===== src/rtl/multicycle_control.sv =====
// Purpose : main control FSM of the multicycle MIPS datapath (fetch/decode/execute/memory/writeback).
// Latency : 3 cycles (BEQ, J), 4 cycles (R-type, ADDI, ORI, SW) and 5 cycles (LW) with zero-wait memory.
// Backpres: mem_ready=0 holds FETCH, MEM_READ and MEM_WRITE; each stalled cycle adds one cycle.
//
// Ports:
//   clk, reset        rising-edge clock, asynchronous active-low reset
//   opcode            IR[31:26], sampled into op_q in DECODE
//   mem_ready         memory access completes in the current cycle
//   PCWrite .. PCSource  datapath mux selects and write enables, decoded from state
//   instr_done        one-cycle pulse in the last state of each instruction
//   illegal_op        sticky: an unsupported opcode reached DECODE since the last reset
module multicycle_control #(
    parameter logic [5:0] OP_RTYPE = 6'b000000,
    parameter logic [5:0] OP_ADDI  = 6'b001000,
    parameter logic [5:0] OP_ORI   = 6'b001101,
    parameter logic [5:0] OP_LW    = 6'b100011,
    parameter logic [5:0] OP_SW    = 6'b101011,
    parameter logic [5:0] OP_BEQ   = 6'b000100,
    parameter logic [5:0] OP_J     = 6'b000010
) (
    input  logic       clk,
    input  logic       reset,
    input  logic [5:0] opcode,
    input  logic       mem_ready,
    output logic       PCWrite,
    output logic       PCWriteCond,
    output logic       IorD,
    output logic       MemRead,
    output logic       MemWrite,
    output logic       IRWrite,
    output logic       MemtoReg,
    output logic       RegDst,
    output logic       RegWrite,
    output logic       ALUSrcA,
    output logic [1:0] ALUSrcB,
    output logic [2:0] ALUOp,
    output logic [1:0] PCSource,
    output logic       instr_done,
    output logic       illegal_op
);

    typedef enum logic [3:0] {
        ST_RST       = 4'd0,
        ST_FETCH     = 4'd1,
        ST_DECODE    = 4'd2,
        ST_MEM_ADDR  = 4'd3,
        ST_MEM_READ  = 4'd4,
        ST_MEM_WB    = 4'd5,
        ST_MEM_WRITE = 4'd6,
        ST_R_EXEC    = 4'd7,
        ST_R_WB      = 4'd8,
        ST_I_EXEC    = 4'd9,
        ST_I_WB      = 4'd10,
        ST_BRANCH    = 4'd11,
        ST_JUMP      = 4'd12
    } state_t;

    // ALUOp encodings seen by the ALU control unit
    localparam logic [2:0] ALU_ADD = 3'b100;
    localparam logic [2:0] ALU_OR  = 3'b101;
    localparam logic [2:0] ALU_SUB = 3'b110;
    localparam logic [2:0] ALU_RT  = 3'b111;

    state_t     state;
    state_t     state_nxt;
    logic [5:0] op_q;
    logic       op_legal;

    // Opcode is only trusted in DECODE; later states use the latched copy so
    // the IR source may change freely after decode.
    always_comb begin
        op_legal = 1'b0;
        case (opcode)
            OP_RTYPE, OP_ADDI, OP_ORI, OP_LW, OP_SW, OP_BEQ, OP_J: op_legal = 1'b1;
            default:                                               op_legal = 1'b0;
        endcase
    end

    always_ff @(posedge clk or negedge reset) begin
        if (!reset) begin
            state <= ST_RST;
        end else begin
            state <= state_nxt;
        end
    end

    always_ff @(posedge clk or negedge reset) begin
        if (!reset) begin
            op_q       <= 6'd0;
            illegal_op <= 1'b0;
        end else if (state == ST_DECODE) begin
            op_q <= opcode;
            if (!op_legal) begin
                illegal_op <= 1'b1;
            end
        end
    end

    // Next-state logic
    always_comb begin
        state_nxt = ST_FETCH;
        case (state)
            ST_RST:   state_nxt = ST_FETCH;
            ST_FETCH: state_nxt = mem_ready ? ST_DECODE : ST_FETCH;
            ST_DECODE: begin
                case (opcode)
                    OP_LW, OP_SW:    state_nxt = ST_MEM_ADDR;
                    OP_RTYPE:        state_nxt = ST_R_EXEC;
                    OP_ADDI, OP_ORI: state_nxt = ST_I_EXEC;
                    OP_BEQ:          state_nxt = ST_BRANCH;
                    OP_J:            state_nxt = ST_JUMP;
                    default:         state_nxt = ST_FETCH;
                endcase
            end
            ST_MEM_ADDR:  state_nxt = (op_q == OP_LW) ? ST_MEM_READ : ST_MEM_WRITE;
            ST_MEM_READ:  state_nxt = mem_ready ? ST_MEM_WB : ST_MEM_READ;
            ST_MEM_WB:    state_nxt = ST_FETCH;
            ST_MEM_WRITE: state_nxt = mem_ready ? ST_FETCH : ST_MEM_WRITE;
            ST_R_EXEC:    state_nxt = ST_R_WB;
            ST_R_WB:      state_nxt = ST_FETCH;
            ST_I_EXEC:    state_nxt = ST_I_WB;
            ST_I_WB:      state_nxt = ST_FETCH;
            ST_BRANCH:    state_nxt = ST_FETCH;
            ST_JUMP:      state_nxt = ST_FETCH;
            // Unused encodings recover through FETCH with every output idle
            default:      state_nxt = ST_FETCH;
        endcase
    end

    // Output decode: Moore outputs, except the FETCH load enables and the
    // MEM_WRITE completion pulse, which wait for the memory handshake.
    always_comb begin
        PCWrite     = 1'b0;
        PCWriteCond = 1'b0;
        IorD        = 1'b0;
        MemRead     = 1'b0;
        MemWrite    = 1'b0;
        IRWrite     = 1'b0;
        MemtoReg    = 1'b0;
        RegDst      = 1'b0;
        RegWrite    = 1'b0;
        ALUSrcA     = 1'b0;
        ALUSrcB     = 2'b00;
        ALUOp       = 3'b000;
        PCSource    = 2'b00;
        instr_done  = 1'b0;
        case (state)
            ST_FETCH: begin
                // PC+4 computed on the shared ALU while the instruction is read
                MemRead = 1'b1;
                ALUSrcB = 2'b01;
                ALUOp   = ALU_ADD;
                IRWrite = mem_ready;
                PCWrite = mem_ready;
            end
            ST_DECODE: begin
                // Speculative branch target into ALUOut
                ALUSrcB = 2'b11;
                ALUOp   = ALU_ADD;
            end
            ST_MEM_ADDR: begin
                ALUSrcA = 1'b1;
                ALUSrcB = 2'b10;
                ALUOp   = ALU_ADD;
            end
            ST_MEM_READ: begin
                MemRead = 1'b1;
                IorD    = 1'b1;
            end
            ST_MEM_WB: begin
                RegWrite   = 1'b1;
                MemtoReg   = 1'b1;
                instr_done = 1'b1;
            end
            ST_MEM_WRITE: begin
                MemWrite   = 1'b1;
                IorD       = 1'b1;
                instr_done = mem_ready;
            end
            ST_R_EXEC: begin
                ALUSrcA = 1'b1;
                ALUOp   = ALU_RT;
            end
            ST_R_WB: begin
                RegWrite   = 1'b1;
                RegDst     = 1'b1;
                instr_done = 1'b1;
            end
            ST_I_EXEC: begin
                ALUSrcA = 1'b1;
                ALUSrcB = 2'b10;
                ALUOp   = (op_q == OP_ORI) ? ALU_OR : ALU_ADD;
            end
            ST_I_WB: begin
                RegWrite   = 1'b1;
                instr_done = 1'b1;
            end
            ST_BRANCH: begin
                // rs - rt; the PC takes the decode-time target only on zero
                ALUSrcA     = 1'b1;
                ALUOp       = ALU_SUB;
                PCWriteCond = 1'b1;
                PCSource    = 2'b01;
                instr_done  = 1'b1;
            end
            ST_JUMP: begin
                PCWrite    = 1'b1;
                PCSource   = 2'b10;
                instr_done = 1'b1;
            end
            default: begin
            end
        endcase
    end

endmodule


===== config.mk =====
export PLATFORM = sky130hd
export DESIGN_NAME = multicycle_control
export DESIGN_NICKNAME = d
export VERILOG_FILES = /design/src/rtl/multicycle_control.sv
export SDC_FILE = /design/constraint.sdc
export NUM_CORES = 1
export LEC_CHECK = 0
export CAP_MARGIN = 5
export CORE_UTILIZATION = 30
export CTS_CLUSTER_DIAMETER = 150
export DETAILED_ROUTE_END_ITERATION = 6
export GPL_TIMING_DRIVEN = 0
export HOLD_SLACK_MARGIN = 0.1
export PLACE_DENSITY = 0.56
export SETUP_SLACK_MARGIN = 0.2
export SLEW_MARGIN = 0
export SYNTH_ARGS = -nofsm -noshare
export SYNTH_HDL_FRONTEND = slang
export SYNTH_SLANG_ARGS = --single-unit

===== constraint.sdc =====
create_clock -name clk -period 1.9 [get_ports clk]
set_input_delay 0.38 -clock clk [delete_from_list [all_inputs] [get_ports clk]]
set_output_delay 0.38 -clock clk [all_outputs]
set_load 0.03 [all_outputs]

# Word-level counts from Yosys, hierarchy flattened
# Cells that the tools add are included.
[classes]
n_eq_ne = 20
mux = 22
bitwise_logic = 1
reduce_logical = 12
[op_table]
columns = ["op", "n"]
rows = [
  ["$pmux W4 S7", 1],
  ["$eq A4 B4 Y1 const B", 5],
  ["$pmux W4 S5", 1],
  ["$eq A6 B4 Y1 const B", 3],
  ["$eq A6 B6 Y1 const B", 3],
  ["$eq A4 B3 Y1 const B", 4],
  ["$mux W1", 12],
  ["$pmux W3 S4", 1],
  ["$reduce_or A2 Y1", 5],
  ["$eq A4 B2 Y1 const B", 2],
  ["$reduce_or A7 Y1", 1],
  ["$eq A6 B2 Y1 const B", 1],
  ["$eq A6 B3 Y1 const B", 1],
  ["$logic_not A6 Y1", 1],
  ["$pmux W2 S3", 1],
  ["$reduce_or A3 Y1", 2],
  ["$reduce_or A5 Y1", 1],
  ["$eq A4 B1 Y1 const B", 1],
  ["$mux W2", 2],
  ["$pmux W1 S2", 2],
  ["$pmux W2 S2", 1],
  ["$reduce_or A4 Y1", 1],
  ["$mux W3", 1],
  ["$reduce_and A2 Y1", 1],
  ["$not A1 Y1", 1],
]
[totals]
inputBits = 9
output_inout_bits = 19
wordCells = 58
reg_bits = 11

# Depth between registers and ports, before layout
# Gate-level depths: netlist of run 1.
[depth]
depth_word = 5
mapped_depth = 5
depth_no_buf = 4

# Worst setup path before layout of run 1
# Ideal clock, no wire load.
[synth_path]
path_kind = "reg-to-output"
startpoint = "register state[0]"
endpoint = "output instr_done"
t_arrival_ns = 1.753
n_path_buf = 0
required_ns = 1.520
path_stages_with_launch = 5
setup_slack_ns = -0.233
cell_sequence = "dfrtp_1 > nand2b_1 > nor2_1 > nand2_1 > a31oi_1"
[synth_between]
elab_chain_len = 3
elab_cells_between_ends = 8
cone_classes = "eq/ne (6); mux (1); reduce/logical (1)"
[synth_lines]
columns = ["element", "line", "rtl"]
rows = [
  ["start: declaration", "64", "state_t state;"],
  ["start signal: assignment", "83", "state <= state_nxt;"],
  ["$eq A4 B4 Y1 / $eq A4 B3 Y1 (equally long branches)", "147", "case (state)"],
  ["$reduce_or A5 Y1 (no line)", "n/a", ""],
  ["$pmux W1 S2 *", "147", ""],
  ["end: declaration", "38", "output logic instr_done,"],
]
# Mark *: on every way between the ends. The rest lies on a longest branch, timed or not.

# Final worst setup path of run 1
[layout_path]
startpoint = "register state[1]"
endpoint = "output ALUOp[0]"
[layout_between]
elab_chain_len = 3
elab_cells_between_ends = 8
cone_classes = "eq/ne (6); mux (1); reduce/logical (1)"
[layout_lines]
columns = ["element", "line", "rtl"]
rows = [
  ["$eq A4 B2 Y1 / $eq A4 B1 Y1 (equally long branches)", "147", ""],
  ["$reduce_or A3 Y1 (no line)", "n/a", ""],
  ["$pmux W3 S4 *", "147", ""],
  ["end: declaration", "36", "output logic [2:0] ALUOp,"],
]
# Marked as above.

==> results of run 1 <==
-- state kept, by name, summed over array words and instances, names as in the netlist --
name and flops:
op_q 6, state 4, illegal_op 1
-- final cells by class --
type,instances,area [sq um]
buffer,7,96.3
clock buffer,4,26.3
fill,213,1000
inverter,2,7.51
multi-input combinational,85,772
sequential,11,278
tap,31,38.8
timing repair buffer,54,510
-- placed cells by master (no fill, tap or decap), types with 3 or more instances in the layout --
cell             instances
dfrtp_1                  9
o21ai_0                  3
buf_6                   28
nor3_4                   3
nand2b_4                 8
nor2b_4                  4
nor2_4                   3
clkdlybuf4s50_1          8
mux2_2                   4
a21oi_1                  7
buf_4                   21
nand3b_1                 3
nor4_1                   3
nand2_1                  5
clkbuf_4                 3
nor2_1                   6
nor3_1                   6
-- power groups by stage --
stage	logic, mW	registers (mW)	clock network, mW
floorplan	0.933	0.446	0
global placement	1.38	0.445	0
detailed placement	1.39	0.449	0
CTS	1.79	0.455	0.169
global route	2.45	0.480	0.177
finish	2.33	0.466	0.160
-- critical path: cells and delay by family, from the launching register on --
kind / cells / cell delay (ns)
AO/OA/AOI/OAI: 1 / 0.17
buffers and inverters: 2 / 0.27
flip-flops: 1 / 0.40
AND/OR/NAND/NOR: 2 / 0.42
-- worst max-delay path by stage --
stage | endpoint | slack (ns) | cells past startpoint
finish | ALUOp[0] | -0.008 | 5
global route | ALUOp[0] | -0.08 | 5
CTS | ALUOp[0] | -0.07 | 5
detailed placement | ALUOp[0] | -0.50 | 5
global placement | ALUOp[0] | -0.47 | 5
floorplan | IRWrite | 0.03 | 3
-- cells by family (layout without fill, tap and decap cells) --
family / Yosys count / in the layout / share of synthesized area (%)
and+or+nand+nor: 52 / 52 / 35.2
AOI/OAI and AO/OA: 26 / 26 / 18.3
DFF: 11 / 11 / 32.2
buffers and inverters: 9 / 67 / 5.41
muxes: 6 / 6 / 7.89
xor gates and xnor gates: 1 / 1 / 1.02
-- stage by stage --
| step | setup TNS (ns) | power (mW) | utilization (%) | hold slack, ns | worst slack (ns) |
|---|---|---|---|---|---|
| final | -0.00849 | 2.95 | 63.2 | 0.449 | -0.00849 |
| after global routing | -0.216 | 3.11 | 63.2 | 0.480 | -0.0833 |
| after CTS | -0.0676 | 2.42 | 53.2 | 0.462 | -0.0676 |
| after detailed placement | -3.45 | 1.84 | 43.8 | 0.485 | -0.502 |
| after global placement | -3.30 | 1.82 | 43.8 | 0.472 | -0.469 |
| after floorplan | 0 | 1.38 | - | 0.0844 | 0.0298 |
-- per-layer routing --
metal | vias up | share of wire, % | global-route usage (%) | routed length (microns)
li1 | 506 | - | - | -
met1 | 509 | 43 | 20.8 | 1330
met2 | 31 | 51 | 29.9 | 1580
met3 | 6 | 3.7 | 1.87 | 113
met4 | 0 | 1.6 | 9.29 | 49
met5 | - | 0 | 0 | 0
-- repair_timing --
action / CTS / global route
pin swaps: 6 / 11
setup endpoints to repair: 19 / 18
cloned: 1 / 1
resized for setup: 156 / 38
buffers inserted: 11 / 14
==> flow_summary_export.csv, run 1 <==
group,metric,value,unit
yosys,ys.flop_type,"dfrtp_1",
critical_path,rr_worst_depth,6,
cells_and_area,drive_above_1_share,57.7,%
route,drt-pass1-iter-count,4,
yosys,synth_area_leader_cell,"dfrtp_1",
power_and_ir_drop,vdd_drop_max,1.32,mV
critical_path,arrival,1.53,ns
power_and_ir_drop,switching_share,46.1,%
place,numPlacedInstances,163,
critical_path,cp_common_cell,"buf_6",
yosys,yosysSeqAreaShare,32.2,%
clock_tree,cts_root_buffer,"clkbuf_4",
floorplanning,die_w,55.4,microns
clock_tree,numCtsBuffers,3,
sta,period_share,100,%
place,dp_hpwl,1710,microns
yosys,synth_top_area_share,32.2,%
power_and_ir_drop,p_int,1.59,mW
cells_and_area,final_cell_area,1730,sq um
place,gp_congestion,0.729,
sta,relSlewSlack,65.7,%
yosys,syn_inst,105,
yosys,yosysMostFrequentCell,"dfrtp_1",
critical_path,crit_type,"reg -> out",
critical_path,crit_slowest_cell,"dfrtp_1",
power_and_ir_drop,powerDensity,1710,nW/um^2
critical_path,worstSetupStartpointType,"flip-flop",
critical_path,end_kind,"output pin",
global_route,grt_max_degree,12,
power_and_ir_drop,switchingPower,1.36,mW
clock_tree,cts_tree,"done",
global_route,grt_use_total,17.3,%
floorplanning,die_h,55.4,microns
floorplanning,start_util,31.3,%
critical_path,crit_required,1.52,ns
sta,final.setup.worst_slack,-0.00849,ns
critical_path,slowest_delay,0.40,ns
global_route,grt_pass1_wl,4290,microns
yosys,yosysWarnings,0,
critical_path,critPathLaunch,"state[1]",
yosys,synthesis.area,856,sq um
status,status,"finished with violations",
power_and_ir_drop,combPwrFrac,78.8,%
clock_tree,clk_pin_slew_worst_paths,0.07,ns
clock_tree,clockBufferDepth,2,
power_and_ir_drop,clock_power_share,5.4,%
sta,rsz0062_at_grt,"true",
sta,post-route-min-period,1.91,ns
global_route,grt_pass1_vias,955,
critical_path,cp_cell_sequence,"buf_6, nor4_4, nand4b_1, a21boi_4, buf_6",
status,violations,"setup timing",
sta,clock.fmax,524,MHz
cells_and_area,area_growth,102,%
sta,worst_pin_slew,0.513,ns
worst_hold_path,hp-class,"in -> async",
yosys,synth_edf_count,0,
floorplanning,io_pins,28,
yosys,synthTopCellsByArea,"dfrtp_1 (32%), a21oi_1 (5.8%), mux2_2 (5.3%)",
route,antenna_left,0,
clock_tree,clock_latency,0.27,ns
critical_path,reg2reg_to,"op_q[4]",
yosys,netlist_top_cells_count,"dfrtp_1 (11), a21oi_1 (10), nor2_1 (10)",
critical_path,r2r_slack,0.33,ns
power_and_ir_drop,p_leak,0.719,nW
place,io_buffers,27,
job,max_cap_viol_count,0,
yosys,syn_area_per_cell,8.15,sq um
yosys,ys_ff_latch,11,
clock_tree,clock_sinks,11,
global_route,antenna_found_initial,0,
cells_and_area,final_nets,173,
route,avgViaCountPerCell,5.42,
route,drcViolationCount,0,
cells_and_area,diodes,0,
route,wl_per_cell,15.8,microns
global_route,overflow,0,
route,num_vias,1052,
clock_tree,cts.hold.buffers_added,0,
sta,finalHoldViolCount,0,
route,wirelength,3070,microns
floorplanning,die_area,3070,sq um
clock_tree,htree_levels,1,
route,drtIter0Drc,28,
yosys,synth_cell_types,34,
sta,finalSetupViolCount,1,
critical_path,critPathMaxFanout,3,
sta,finalClockSkew,0.00116,ns
sta,drv_slew,0,
cells_and_area,finalNonFillerCells,194,
place,placed_cell_area,1200,sq um
yosys,synth_nets,114,
floorplanning,core-area,2730,sq um
yosys,async_reset_ff_share,100,%
floorplanning,fp-row-count,19,
critical_path,rr_startpoint,"state[1]",
power_and_ir_drop,sequentialPowerShare,15.8,%
Power figures use the tool's default switching activity.
==> run 2, diff against run 1 <==
CORE_ASPECT_RATIO = 2   (was default)
==> flow_summary_export.csv, run 2 (same netlist as run 1, synthesis figures left out) <==
group,metric,value,unit
critical_path,reg2reg_to,"op_q[5]",
sta,clock.fmax,534,MHz
power_and_ir_drop,clock_power_share,9.3,%
critical_path,rr_startpoint,"state[2]",
route,antenna_left,0,
cells_and_area,largest_reg_flops,6,
sta,rsz0062_at_grt,"true",
route,drtIter0Drc,14,
place,io_buffers,27,
cells_and_area,area.sequential,278,sq um
critical_path,r2r_slack,0.40,ns
power_and_ir_drop,sequentialPowerShare,18.4,%
cells_and_area,multi_input_comb_area,687,sq um
global_route,grt_pass1_vias,974,
route,wl_per_cell,14.6,microns
critical_path,end_kind,"output pin",
critical_path,crit_type,"reg -> out",
clock_tree,cts_tree,"done",
route,num_vias,963,
cells_and_area,drive_above_1_share,51.0,%
place,dp_hpwl,1870,microns
floorplanning,io_pins,28,
critical_path,critPathMaxFanout,7,
clock_tree,clock_latency,0.24,ns
power_and_ir_drop,switchingPower,1.17,mW
clock_tree,numCtsBuffers,3,
global_route,antenna_found_initial,0,
floorplanning,fp-row-count,27,
cells_and_area,most-common-layout-cells,"buf_4 (25), buf_6 (13), dfrtp_1 (9)",
global_route,grt_max_degree,12,
status,status,"finished, final reports clean",
critical_path,worstSetupStartpointType,"flip-flop",
sta,period_share,98.6,%
cells_and_area,diodes,0,
critical_path,crit_required,1.52,ns
floorplanning,die_h,77.5,microns
global_route,overflow,0,
power_and_ir_drop,powerDensity,1700,nW/um^2
cells_and_area,reg_top3,"op_q x6, state x4, illegal_op x1",
floorplanning,start_util,31.3,%
power_and_ir_drop,vdd_drop_max,0.835,mV
cells_and_area,largest-register,"op_q",
floorplanning,die_w,39.8,microns
sta,post-route-min-period,1.87,ns
power_and_ir_drop,combPwrFrac,72.3,%
clock_tree,htree_levels,1,
global_route,grt_use_total,20.1,%
cells_and_area,layout_commonest_cell,"buf_4",
clock_tree,clk_pin_slew_worst_paths,0.05,ns
sta,final.setup.worst_slack,0.0267,ns
power_and_ir_drop,p_leak,0.630,nW
power_and_ir_drop,switching_share,46.1,%
critical_path,arrival,1.49,ns
sta,drv_slew,0,
sta,finalSetupViolCount,0,
place,placed_cell_area,1190,sq um
cells_and_area,final_cell_area,1490,sq um
cells_and_area,n_fill_cell,257,
floorplanning,die_area,3080,sq um
cells_and_area,final_nets,161,
critical_path,rr_worst_depth,3,
sta,finalClockSkew,0.00346,ns
route,wirelength,2620,microns
sta,relSlewSlack,65.3,%
clock_tree,cts_root_buffer,"clkbuf_8",
global_route,grt_pass1_wl,4430,microns
clock_tree,cts.hold.buffers_added,0,
clock_tree,clock_sinks,11,
job,max_cap_viol_count,0,
clock_tree,clockBufferDepth,2,
route,drcViolationCount,0,
sta,finalHoldViolCount,0,
worst_hold_path,hp-class,"in -> async",
power_and_ir_drop,p_int,1.37,mW
route,drt-pass1-iter-count,4,
route,avgViaCountPerCell,5.35,
floorplanning,core-area,2740,sq um
sta,worst_pin_slew,0.518,ns
place,gp_congestion,0.775,
cells_and_area,area_growth,74.0,%
place,place_ws,-0.509,ns
run 2: cell count changes in the layout (fill, tap and decap cells not counted), sizes merged:
cell and change:
clkdlybuf4s50 -1, buf -11, clkbuf -1, dlymetal6s2s +1
run 2: cell type report:
cell class / count / area share (%)
buffer: 7 / 4.54
clock buffer: 4 / 3.03
inverter: 2 / 0.504
multi-input combinational: 85 / 46.1
sequential: 11 / 18.7
tap: 29 / 2.44
timing repair buffer: 42 / 24.7
run 2: timing repair:
| action | CTS | global route |
|---|---|---|
| pin swaps | 6 | 5 |
| endpoints found under the setup margin | 18 | 21 |
| setup buffers | 11 | 4 |
| gates resized for setup | 129 | 35 |
run 2: how the worst max path moves through the flow:
stage,start,end,cells past startpoint
floorplan,state[1],IRWrite,3
global placement,state[1],ALUOp[0],5
detailed placement,state[1],ALUOp[0],5
CTS,state[1],ALUOp[0],5
global route,state[1],ALUOp[0],5
finish,state[1],ALUOp[0],5
run 2: power by group through the flow:
stage | Sequential (mW) | Clock (mW) | Combinational (mW)
after floorplan | 0.446 | 0 | 0.933
after global placement | 0.444 | 0 | 1.40
after detailed placement | 0.449 | 0 | 1.41
final | 0.468 | 0.235 | 1.83
after CTS | 0.457 | 0.239 | 1.65
after global routing | 0.482 | 0.254 | 1.96
run 2: critical path, cell delays in order, from the launching register on:
cell and delay [ns]:
dfrtp_1 0.39, buf_6 0.14, nor4_2 0.25, nand4b_1 0.18, a21boi_4 0.16, buf_6 0.14
run 2: per-layer routing:
| layer | GRT usage (%) | up-vias | wire length [microns] |
|---|---|---|---|
| met2 | 36.9 | 16 | 1590 |
| met5 | 0 | - | 0 |
| li1 | - | 473 | - |
| met4 | 7.59 | 0 | 38 |
| met1 | 21.1 | 470 | 952 |
| met3 | 2.00 | 4 | 43 |
run 2: metrics by stage:
step | setup TNS, ns | utilization [%] | instances | total power [mW] | hold slack [ns]
finish | 0 | 54.4 | 180 | 2.54 | 0.488
global route | -0.0758 | 54.4 | 180 | 2.70 | 0.530
CTS | -0.00799 | 50.3 | 176 | 2.35 | 0.506
detailed placement | -3.71 | 43.7 | 161 | 1.86 | 0.487
global placement | -3.60 | 43.7 | 161 | 1.85 | 0.472
floorplan | 0 | - | 105 | 1.38 | 0.0844
==> run 3, diff against run 2 <==
TNS_END_PERCENT = 5   (was default)
==> flow_summary_export.csv, run 3 (same netlist as run 1, synthesis figures left out) <==
group,metric,value,unit
status,status,"finished, final reports clean",
power_and_ir_drop,power,2.21,mW
floorplanning,die_area,3080,sq um
floorplanning,core-area,2740,sq um
clock_tree,clk_pin_slew_worst_paths,0.05,ns
critical_path,arrival,1.51,ns
clock_tree,numCtsBuffers,3,
place,dp_hpwl,1860,microns
sta,relSlewSlack,66.7,%
power_and_ir_drop,powerDensity,1690,nW/um^2
sta,setup_tns,0,ns
critical_path,end_kind,"output pin",
clock_tree,clock_latency,0.23,ns
job,max_cap_viol_count,0,
global_route,antenna_found_initial,0,
critical_path,slowest_delay,0.42,ns
route,drt-pass1-iter-count,4,
power_and_ir_drop,vdd_drop_max,0.800,mV
cells_and_area,finalNonFillerCells,172,
cells_and_area,n_fill_cell,286,
route,avgViaCountPerCell,5.37,
cells_and_area,most-common-layout-cells,"buf_4 (21), a21oi_1 (10), nor2_1 (9), dfrtp_1 (9)",
critical_path,crit_required,1.52,ns
global_route,grt_pass1_vias,923,
sta,period_share,99.6,%
place,gp_congestion,0.760,
critical_path,rr_worst_depth,4,
sta,rsz0062_at_grt,"true",
critical_path,cp_cell_sequence,"nand2b_4, nor4_4, nand4b_1, a21boi_1, buf_4",
global_route,grt_use_total,18.2,%
cells_and_area,largest_reg_flops,6,
critical_path,critPathMaxFanout,4,
critical_path,crit_type,"reg -> out",
route,wirelength,2460,microns
floorplanning,start_util,31.3,%
floorplanning,fp-row-count,27,
cells_and_area,final_nets,153,
floorplanning,die_w,39.8,microns
place,numPlacedInstances,161,
route,drcViolationCount,0,
cells_and_area,largest-register,"op_q",
cells_and_area,layout_commonest_cell,"buf_4",
place,placed_cell_area,1180,sq um
route,antenna_left,0,
sta,finalSetupViolCount,0,
cells_and_area,drive_above_1_share,40.6,%
power_and_ir_drop,p_leak,0.549,nW
cells_and_area,reg_top3,"op_q x6, state x4, illegal_op x1",
critical_path,crit_slowest_cell,"dfrtp_2",
sta,drv_slew,0,
cells_and_area,final_cell_area,1310,sq um
clock_tree,cts_tree,"done",
cells_and_area,area_growth,52.6,%
floorplanning,io_pins,28,
critical_path,r2r_slack,0.32,ns
floorplanning,die_h,77.5,microns
global_route,overflow,0,
critical_path,reg2reg_to,"op_q[1]",
critical_path,critPathLaunch,"state[2]",
route,num_vias,924,
cells_and_area,finish.utilization,47.7,%
worst_hold_path,hp-class,"in -> async",
route,drtIter0Drc,5,
cells_and_area,diodes,0,
clock_tree,htree_levels,1,
clock_tree,cts_root_buffer,"clkbuf_8",
global_route,grt_pass1_wl,4040,microns
global_route,grt_max_degree,12,
sta,worst_pin_slew,0.499,ns
sta,finalClockSkew,0.00110,ns
sta,clock.fmax,529,MHz
cells_and_area,area.sequential,278,sq um
critical_path,worstSetupStartpointType,"flip-flop",
cells_and_area,multi_input_comb_area,608,sq um
place,io_buffers,27,
clock_tree,clock_sinks,11,
route,wl_per_cell,14.3,microns
clock_tree,clockBufferDepth,2,
sta,post-route-min-period,1.89,ns
critical_path,rr_startpoint,"state[2]",
sta,finalHoldViolCount,0,
## run 3: worst max-delay path, delay by kind of cell (launching register included)
family / cells / cell delay (ns)
AND/OR/NAND/NOR: 3 / 0.52
flip-flops: 1 / 0.42
buffers and inverters: 1 / 0.17
AO/OA/AOI/OAI: 1 / 0.16
## run 3: worst max path at each step
| stage | endpoint | cells after the start |
|---|---|---|
| final | ALUOp[0] | 5 |
| after global routing | ALUOp[0] | 5 |
| after CTS | ALUOp[0] | 5 |
| after detailed placement | PCWrite | 5 |
| after global placement | PCWrite | 5 |
| after floorplan | ALUSrcB[0] | 3 |
## run 3: cell type report
type                    instances  share of cell area [%]
repair buffers                 34                    21.3
flip-flops and latches         11                    21.3
clock buffers                   4                    3.45
well taps                      29                    2.78
inverters                       2                   0.575
multi-input cells              85                    46.6
plain buffers                   7                    4.12
## run 3: per-layer routing
| metal | vias up | track usage (%) | wire, microns |
|---|---|---|---|
| li1 | 460 | - | - |
| met1 | 436 | 19.1 | 879 |
| met2 | 22 | 33.1 | 1480 |
| met3 | 6 | 1.14 | 49 |
| met4 | 0 | 8.28 | 55 |
| met5 | - | 0 | 0 |
## run 3: through the flow
step	setup slack, ns	hold slack (ns)
2_1_floorplan	0.0184	0.0844
3_3_place_gp	-0.439	0.472
3_5_place_dp	-0.448	0.486
4_1_cts	0.0364	0.496
5_1_grt	-0.0786	0.521
6_report	0.00825	0.482
## run 3: power by group
group | total (mW) | internal, mW | switching [mW]
combinational | 1.53 | 0.657 | 0.874
sequential | 0.452 | 0.352 | 0.100
clock | 0.229 | 0.147 | 0.0818
## run 3: timing repair
action,4_1_cts,5_1_grt
gates resized for setup,81,51
hold buffers,0,0
setup buffers,4,3
pin swaps,2,4
setup endpoints to repair,18,20
endpoints found under the hold margin,0,0
